### src/rtl/ifid_queue_pkg.sv
// Shared fetch/decode pipeline definitions: bubble instruction, IF/ID entry
// layout and pointer-width helper.
package ifid_queue_pkg;

  localparam int PKG_XLEN = 32;

  // RISC-V canonical NOP: addi x0, x0, 0
  localparam logic [31:0] NOP_INSTR = 32'h0000_0013;

  typedef struct packed {
    logic [PKG_XLEN-1:0] pc;
    logic [PKG_XLEN-1:0] pcplus4;
    logic [PKG_XLEN-1:0] instr;
  } ifid_entry_t;

  function automatic int ptr_width(input int depth);
    return (depth > 1) ? $clog2(depth) : 1;
  endfunction

endpackage

### src/rtl/ifid_queue.sv
// IF/ID decoupling queue: circular buffer with first-word fall-through and a
// NOP bubble on the output whenever empty.
module ifid_queue
  import ifid_queue_pkg::*;
#(
  parameter int DEPTH = 2,
  parameter int XLEN  = PKG_XLEN
) (
  input  logic                     clk,
  input  logic                     reset,
  input  logic                     flush,
  input  logic                     in_valid,
  output logic                     in_ready,
  input  logic [XLEN-1:0]          in_pc,
  input  logic [XLEN-1:0]          in_pcplus4,
  input  logic [XLEN-1:0]          in_instr,
  output logic                     out_valid,
  input  logic                     out_ready,
  output logic [XLEN-1:0]          out_pc,
  output logic [XLEN-1:0]          out_pcplus4,
  output logic [XLEN-1:0]          out_instr,
  output logic [$clog2(DEPTH):0]   count
);

  localparam int PW = ptr_width(DEPTH);
  localparam int CW = $clog2(DEPTH) + 1;
  localparam logic [CW-1:0] FULL_CNT  = CW'(DEPTH);
  localparam logic [CW-1:0] EMPTY_CNT = {CW{1'b0}};

  ifid_entry_t       mem_r [DEPTH];
  logic [PW-1:0]     wr_ptr_r;
  logic [PW-1:0]     rd_ptr_r;
  logic [CW-1:0]     count_r;
  logic              push_s;
  logic              pop_s;
  ifid_entry_t       head_s;

  // Ready/valid derive only from registered occupancy, never from out_ready.
  always_comb begin
    in_ready  = (count_r != FULL_CNT);
    out_valid = (count_r != EMPTY_CNT);
    push_s    = in_valid & in_ready;
    pop_s     = out_valid & out_ready;
    count     = count_r;
  end

  // Head presentation, substituting a zero-PC NOP bubble when empty.
  always_comb begin
    head_s      = mem_r[rd_ptr_r];
    out_pc      = {XLEN{1'b0}};
    out_pcplus4 = {XLEN{1'b0}};
    out_instr   = XLEN'(NOP_INSTR);
    if (out_valid) begin
      out_pc      = head_s.pc;
      out_pcplus4 = head_s.pcplus4;
      out_instr   = head_s.instr;
    end else begin
      out_pc      = {XLEN{1'b0}};
      out_pcplus4 = {XLEN{1'b0}};
      out_instr   = XLEN'(NOP_INSTR);
    end
  end

  // Pointer and occupancy update; reset beats flush beats push/pop.
  always_ff @(posedge clk) begin
    if (!reset) begin
      wr_ptr_r <= {PW{1'b0}};
      rd_ptr_r <= {PW{1'b0}};
      count_r  <= EMPTY_CNT;
    end else if (flush) begin
      wr_ptr_r <= {PW{1'b0}};
      rd_ptr_r <= {PW{1'b0}};
      count_r  <= EMPTY_CNT;
    end else begin
      case ({push_s, pop_s})
        2'b10: begin
          wr_ptr_r <= wr_ptr_r + PW'(1);
          count_r  <= count_r + CW'(1);
        end
        2'b01: begin
          rd_ptr_r <= rd_ptr_r + PW'(1);
          count_r  <= count_r - CW'(1);
        end
        2'b11: begin
          wr_ptr_r <= wr_ptr_r + PW'(1);
          rd_ptr_r <= rd_ptr_r + PW'(1);
        end
        default: begin
          wr_ptr_r <= wr_ptr_r;
          rd_ptr_r <= rd_ptr_r;
          count_r  <= count_r;
        end
      endcase
    end
  end

  // Entry storage; contents are left stale across flush and reset.
  always_ff @(posedge clk) begin
    if (reset && !flush && push_s) begin
      mem_r[wr_ptr_r] <= ifid_entry_t'{pc: in_pc, pcplus4: in_pcplus4, instr: in_instr};
    end
  end

endmodule

### config.mk
export PLATFORM = sky130hd
export DESIGN_NAME = ifid_queue
export DESIGN_NICKNAME = d
export VERILOG_FILES = /design/src/rtl/ifid_queue_pkg.sv /design/src/rtl/ifid_queue.sv
export SDC_FILE = /design/constraint.sdc
export NUM_CORES = 1
export LEC_CHECK = 0
export ABC_AREA = 0
export CAP_MARGIN = 20
export CORE_AREA = 2 2 126 128
export CTS_BUF_LIST = sky130_fd_sc_hd__clkbuf_8
export DETAILED_ROUTE_END_ITERATION = 7
export DIE_AREA = 0 0 128 130
export PLACE_DENSITY = 0.81
export SYNTH_ARGS = -nofsm -noshare
export SYNTH_HDL_FRONTEND = slang
export SYNTH_SLANG_ARGS = --single-unit
### constraint.sdc
create_clock -name clk -period 12.4 [get_ports clk]
set_input_delay 2.48 -clock clk [delete_from_list [all_inputs] [get_ports clk]]
set_output_delay 2.48 -clock clk [all_outputs]
set_load 0.02 [all_outputs]
==> results of run 1 <==
critical path, cell delays in order, from the launching register on:
cell and delay, ns:
dfxtp_4 0.92, buf_4 0.79, mux2i_1 0.16, nor2_1 0.18, clkdlybuf4s50_1 0.63
cells in the mapped netlist:
library cell / number
nor2_1: 99
xor2_1: 2
ha_1: 3
inv_1: 4
a21oi_1: 1
clkbuf_1: 3
or3_1: 1
o21ai_0: 2
edfxtp_1: 192
xnor2_1: 2
buf_6: 4
buf_2: 13
nand2b_1: 2
buf_4: 1
nand2_1: 4
dfxtp_1: 5
mux2i_1: 96
nor3_1: 2
through the flow:
| stage | cells | power (W) | setup slack, ns | cell area [µm²] | utilization [%] |
|---|---|---|---|---|---|
| after floorplan | 436 | 0.000827 | 2.52 | 7470 | - |
| after global placement | 813 | 0.000901 | 7.23 | 9650 | 62.6 |
| after detailed placement | 813 | 0.000905 | 7.22 | 9650 | 62.6 |
| after CTS | 845 | 0.00130 | 6.72 | 10100 | 65.2 |
| after global routing | 845 | 0.00134 | 6.56 | 10100 | 65.2 |
| final | 845 | 0.00130 | 6.77 | 10100 | 65.2 |
per-layer routing:
layer | vias to the layer above | global-route usage (%) | part of all wire [%]
met2 | 160 | 31.0 | 52
met4 | 0 | 5.62 | 1.3
met5 | - | 0 | 0
met1 | 2056 | 20.5 | 40
met3 | 17 | 6.07 | 6.5
li1 | 2013 | - | -
flip-flops by register name, summed over array words and instances (netlist names), named ones only:
register and flops:
count 2, wr_ptr_r 1, rd_ptr_r 1, mem_r 192
power groups by stage:
stage,combinational (W),clock [W],sequential (W)
2_1_floorplan,0.0000604,0,0.000767
3_3_place_gp,0.000136,0,0.000765
3_5_place_dp,0.000139,0,0.000766
4_1_cts,0.000140,0.000413,0.000751
5_1_grt,0.000147,0.000439,0.000752
6_report,0.000138,0.000407,0.000751
cell families after synthesis:
logic type / count (synthesis)
DFF: 197
buffers and inverters: 25
AOI/OAI and AO/OA: 3
adders and majority gates: 3
xor gates and xnor gates: 4
and+or+nand+nor: 108
muxes: 96
final cells by class:
type                       count  area (µm²)
tap                          192         240
clock inverter                14         151
timing repair buffer         206        2050
inverter                       4        15.0
clock buffer                  18         248
multi-input combinational    214        1480
fill                        1086        5370
sequential                   197        5870
path summary, 6_finish.rpt:
| kind | from | end | slack, ns | cells after the start |
|---|---|---|---|---|
| worst min-delay path | rd_ptr_r | rd_ptr_r | 0.52 | 2 |
| worst min register to register | rd_ptr_r | rd_ptr_r | 0.52 | 2 |
| worst max register to register | count[0] | mem_r[1][37] | 10.28 | 4 |
| worst max-delay path | flip-flop | out_pc[31] | 6.77 | 4 |
==> flow_summary.ini, run 1 <==
[clock_tree]
cts_made_buffers = 17
cts_buffer_depth = 2
cts.repair.resized = 0
clk_pin_slew_ns = 0.08
cts_hold_buf = 0
tritoncts_num_sinks = 197
clk_latency_ns = 0.44
clock-root-buffer = clkbuf_8
cts.htree.levels = 4
cts_setup_buffers = 0
cts_tree = done

[synth]
synth_top_area_share_pct = 77.1
synth_xor_area_share_pct = 0.469
synth_area_leader_cell = edfxtp_1
ys_ff_latch = 197
seq_area_frac_synth_pct = 78.5
muxShareOfSynthArea_pct = 12.9
synth_top_family_by_area = multiplexers
ys_warn_count = 0
synth_area_um2 = 7470
synth-simple-area-share_pct = 5.56
syn-num-nets = 540
synth_cells = 436
synth_fa_ha_area_share_pct = 0.502
synth_area_leaders = edfxtp_1 (77%), mux2i_1 (13%), nor2_1 (5.0%)
synth_compound_area_share_pct = 0.201
avgSynthCellArea_um2 = 17.1
ys_types = 18

[power_and_ir_drop]
swShare_pct = 21.6
p_sw_w = 0.000280
vdd_ir_drop_max_uv = 104
leakage_nw = 3.19
pwr-share-seq_pct = 57.9
power_frac_comb_pct = 10.7
p_int_w = 0.00102
pwr_density_cell_nw_per_um2 = 129
clkPwrFrac_pct = 31.4

[final_layout]
drive_gt1_share_pct = 5.51
layout_common_cells = clkdlybuf4s50_1 (200), edfxtp_1 (192), nor2_1 (98)
antenna_cells = 0
final_common_cell = clkdlybuf4s50_1
areaGrowthSynthToFinish_pct = 34.5
final_net_count = 744

[timing]
drv_slew = 0
whs_ns = 0.520
rsz0062_at_grt = false
finalCritPeriodShare_pct = 45.4
fin_skew_ns = 0.00954
period_minus_slack_ns = 5.63
fmax_mhz = 178
worst_pin_slew_ns = 0.978
final_hold_viol_count = 0
setup_tns_ns = 0
relSlewSlack_pct = 34.8
finalSetupViolCount = 0

[routing]
drt_first_pass_iters = 5
vias_per_cell = 5.02
drt-initial-drc-count = 264
avgRoutedWirePerCell_um = 17.3
drt_wl_total_um = 14600
drc = 0
antenna_left = 0
via_count = 4246

[global_routing]
grtUsageTotal_pct = 17.6
grt_max_degree = 95
grt_overflow = 0
antenna_found_initial = 0
grt_pass1_vias = 4419
grt_pass1_wl_um = 22000

[placement]
port_buffers = 200
place_congestion = 0.708
dp_hpwl_um = 9830

[worst_setup_path]
crit_required_ns = 9.92
startpoint_type = flip-flop
cp-end-kind = output port
path_max_fanout = 49
path_class = reg -> out
crit_arrival_ns = 3.15

[status]
status = completed

[die]
die-width_um = 128
dieArea_um2 = 16600
floorplan.rows = 46
core_um2 = 15400
io_pins = 201
start_util_pct = 48.5
die_y_um = 130

[run]
maxCapViolCount = 0

[min_path]
hp-class = reg -> reg
Power figures use the tool's default switching activity.
==> run 2, diff against run 1 <==
--- a/config.mk
+++ b/config.mk
@@ -7,11 +7,11 @@
 export LEC_CHECK = 0
 export ABC_AREA = 0
 export CAP_MARGIN = 20
-export CORE_AREA = 2 2 126 128
+export CORE_AREA = 2 2 132 134
 export CTS_BUF_LIST = sky130_fd_sc_hd__clkbuf_8
 export DETAILED_ROUTE_END_ITERATION = 7
-export DIE_AREA = 0 0 128 130
-export PLACE_DENSITY = 0.81
+export DIE_AREA = 0 0 134 136
+export PLACE_DENSITY = 0.78
 export SYNTH_ARGS = -nofsm -noshare
 export SYNTH_HDL_FRONTEND = slang
 export SYNTH_SLANG_ARGS = --single-unit
==> constraint.sdc (replaced) <==
create_clock -name clk -period 5 [get_ports clk]
set_input_delay 1 -clock clk [delete_from_list [all_inputs] [get_ports clk]]
set_output_delay 1 -clock clk [all_outputs]
set_load 0.02 [all_outputs]
==> flow_summary.ini, run 2 (synthesis gave the netlist of run 1 again) <==
[global_routing]
use_met3_pct = 5.29
grtUsageTotal_pct = 16.5
grt_pass1_wl_um = 22600
gr-usage-met1_pct = 20.0
grt_pass1_vias = 4385
grt_overflow = 0
grt_max_degree = 54
antenna_found_initial = 1
use_met2_pct = 27.9
busiest_layer = met2

[worst_setup_path]
cp-end-kind = output port
crit_family = buffers and inverters
path_buf_inv = 2
path_max_fanout = 43
r2r_cells = 4
worstSetupPathDepth = 4
crit_chain = buf_4 -> mux2i_1 -> nor2_1 -> clkdlybuf4s50_1
crit_arrival_ns = 2.62
crit_required_ns = 4.00
crit_path_max_incr_delay_ns = 0.86
startpoint_type = flip-flop
crit_slowest_cell = dfxtp_4
path_class = reg -> out

[die]
floorplan.rows = 48
io_pins = 201
core_um2 = 16900
start_util_pct = 44.3
die-width_um = 134
dieArea_um2 = 18200
die_y_um = 136

[clock_tree]
clk_latency_ns = 0.45
cts_hold_buf = 0
cts_setup_buffers = 0
clk_pin_slew_ns = 0.10
cts_tree = done
cts_buffer_depth = 2
clock-root-buffer = clkbuf_8
cts.htree.levels = 4
cts_made_buffers = 17
tritoncts_num_sinks = 197
cts.repair.resized = 0

[placement]
port_buffers = 200
preCtsSetupSlack_ns = 1.64
dpl_cell_area_um2 = 9790
dp_hpwl_um = 10300
place_congestion = 0.736

[final_layout]
seqCellArea_um2 = 5870
areaGrowthSynthToFinish_pct = 36.4
layout_common_cells = clkdlybuf4s50_1 (200), edfxtp_1 (192), nor2_1 (98)
fin_util_pct = 60.4
largest_register_ffs = 192
final_common_cell = clkdlybuf4s50_1
final_net_count = 748
top_register = mem_r
fill_cells = 1252
drive_gt1_share_pct = 7.00
finish.instance_area_um2 = 10200
antenna_cells = 0
multiInputGateArea_um2 = 1490

[timing]
final_hold_viol_count = 0
finalCritPeriodShare_pct = 72.4
worst_pin_slew_ns = 1.01
relSlewSlack_pct = 32.5
fin_skew_ns = 0.0150
whs_ns = 0.536
period_minus_slack_ns = 3.62
rsz0062_at_grt = false
fmax_mhz = 276
drv_slew = 0
finalSetupViolCount = 0
setup_slack_ns = 1.38

[routing]
drt-initial-drc-count = 266
via_count = 4252
drc = 0
vias_per_cell = 4.82
drt_first_pass_iters = 4
antenna_left = 0
avgRoutedWirePerCell_um = 16.9
drt_wl_total_um = 14900

[status]
status = completed

[min_path]
holdPathStages = 2
hp-class = reg -> reg

[power_and_ir_drop]
pwr_density_cell_nw_per_um2 = 317
leakage_nw = 3.22
total_power_w = 0.00323
vdd_ir_drop_max_uv = 157

[run]
maxCapViolCount = 0
run 2: cell count changes in the layout (fill, tap and decap cells not counted):
cell        change
clkinv_2        +2
inv_6           +1
nor3_2          -2
inv_1           -6
buf_12          +4
clkbuf_8        -1
nor3_4          +2
clkinvlp_4      -2
clkinv_4        +3
inv_8           +4
bufinv_16       -1
run 2: path summary, 6_finish.rpt:
kind                                 from             end  slack [ns]
worst max-delay path            flip-flop  out_pcplus4[0]        1.38
worst min-delay path             rd_ptr_r        rd_ptr_r        0.54
worst min register to register   rd_ptr_r        rd_ptr_r        0.54
worst max register to register   count[0]    mem_r[0][50]        2.52
run 2: cell type report:
| type | instances | area share [%] |
|---|---|---|
| Clock buffer | 17 | 2.30 |
| Clock inverter | 15 | 1.71 |
| Inverter | 4 | 0.147 |
| Multi-Input combinational cell | 214 | 14.7 |
| Sequential cell | 197 | 57.6 |
| Tap cell | 225 | 2.76 |
| Timing Repair Buffer | 210 | 20.9 |
run 2: routing by layer:
metal | vias to the layer above | part of all wire, %
met4 | 0 | 1.1
met3 | 17 | 6.6
met5 | - | 0
met1 | 2080 | 41
met2 | 134 | 51
li1 | 2021 | -
run 2: through the flow:
step / std cells / setup TNS [ns]
2_1_floorplan: 436 / -89.64
3_3_place_gp: 850 / 0
3_5_place_dp: 850 / 0
4_1_cts: 882 / 0
5_1_grt: 882 / 0
6_report: 882 / 0
run 2: power by group:
part           internal, W  switching [W]  leakage (nW)
clock network     0.000460       0.000557         0.204
registers          0.00185      0.0000140          1.79
logic             0.000180       0.000173          1.23
total              0.00249       0.000744          3.22
run 2: tightest hold or removal path: stages, from the launching register on:
cell and delay, ns:
dfxtp_1 0.34, xor2_1 0.09, nor2_1 0.08
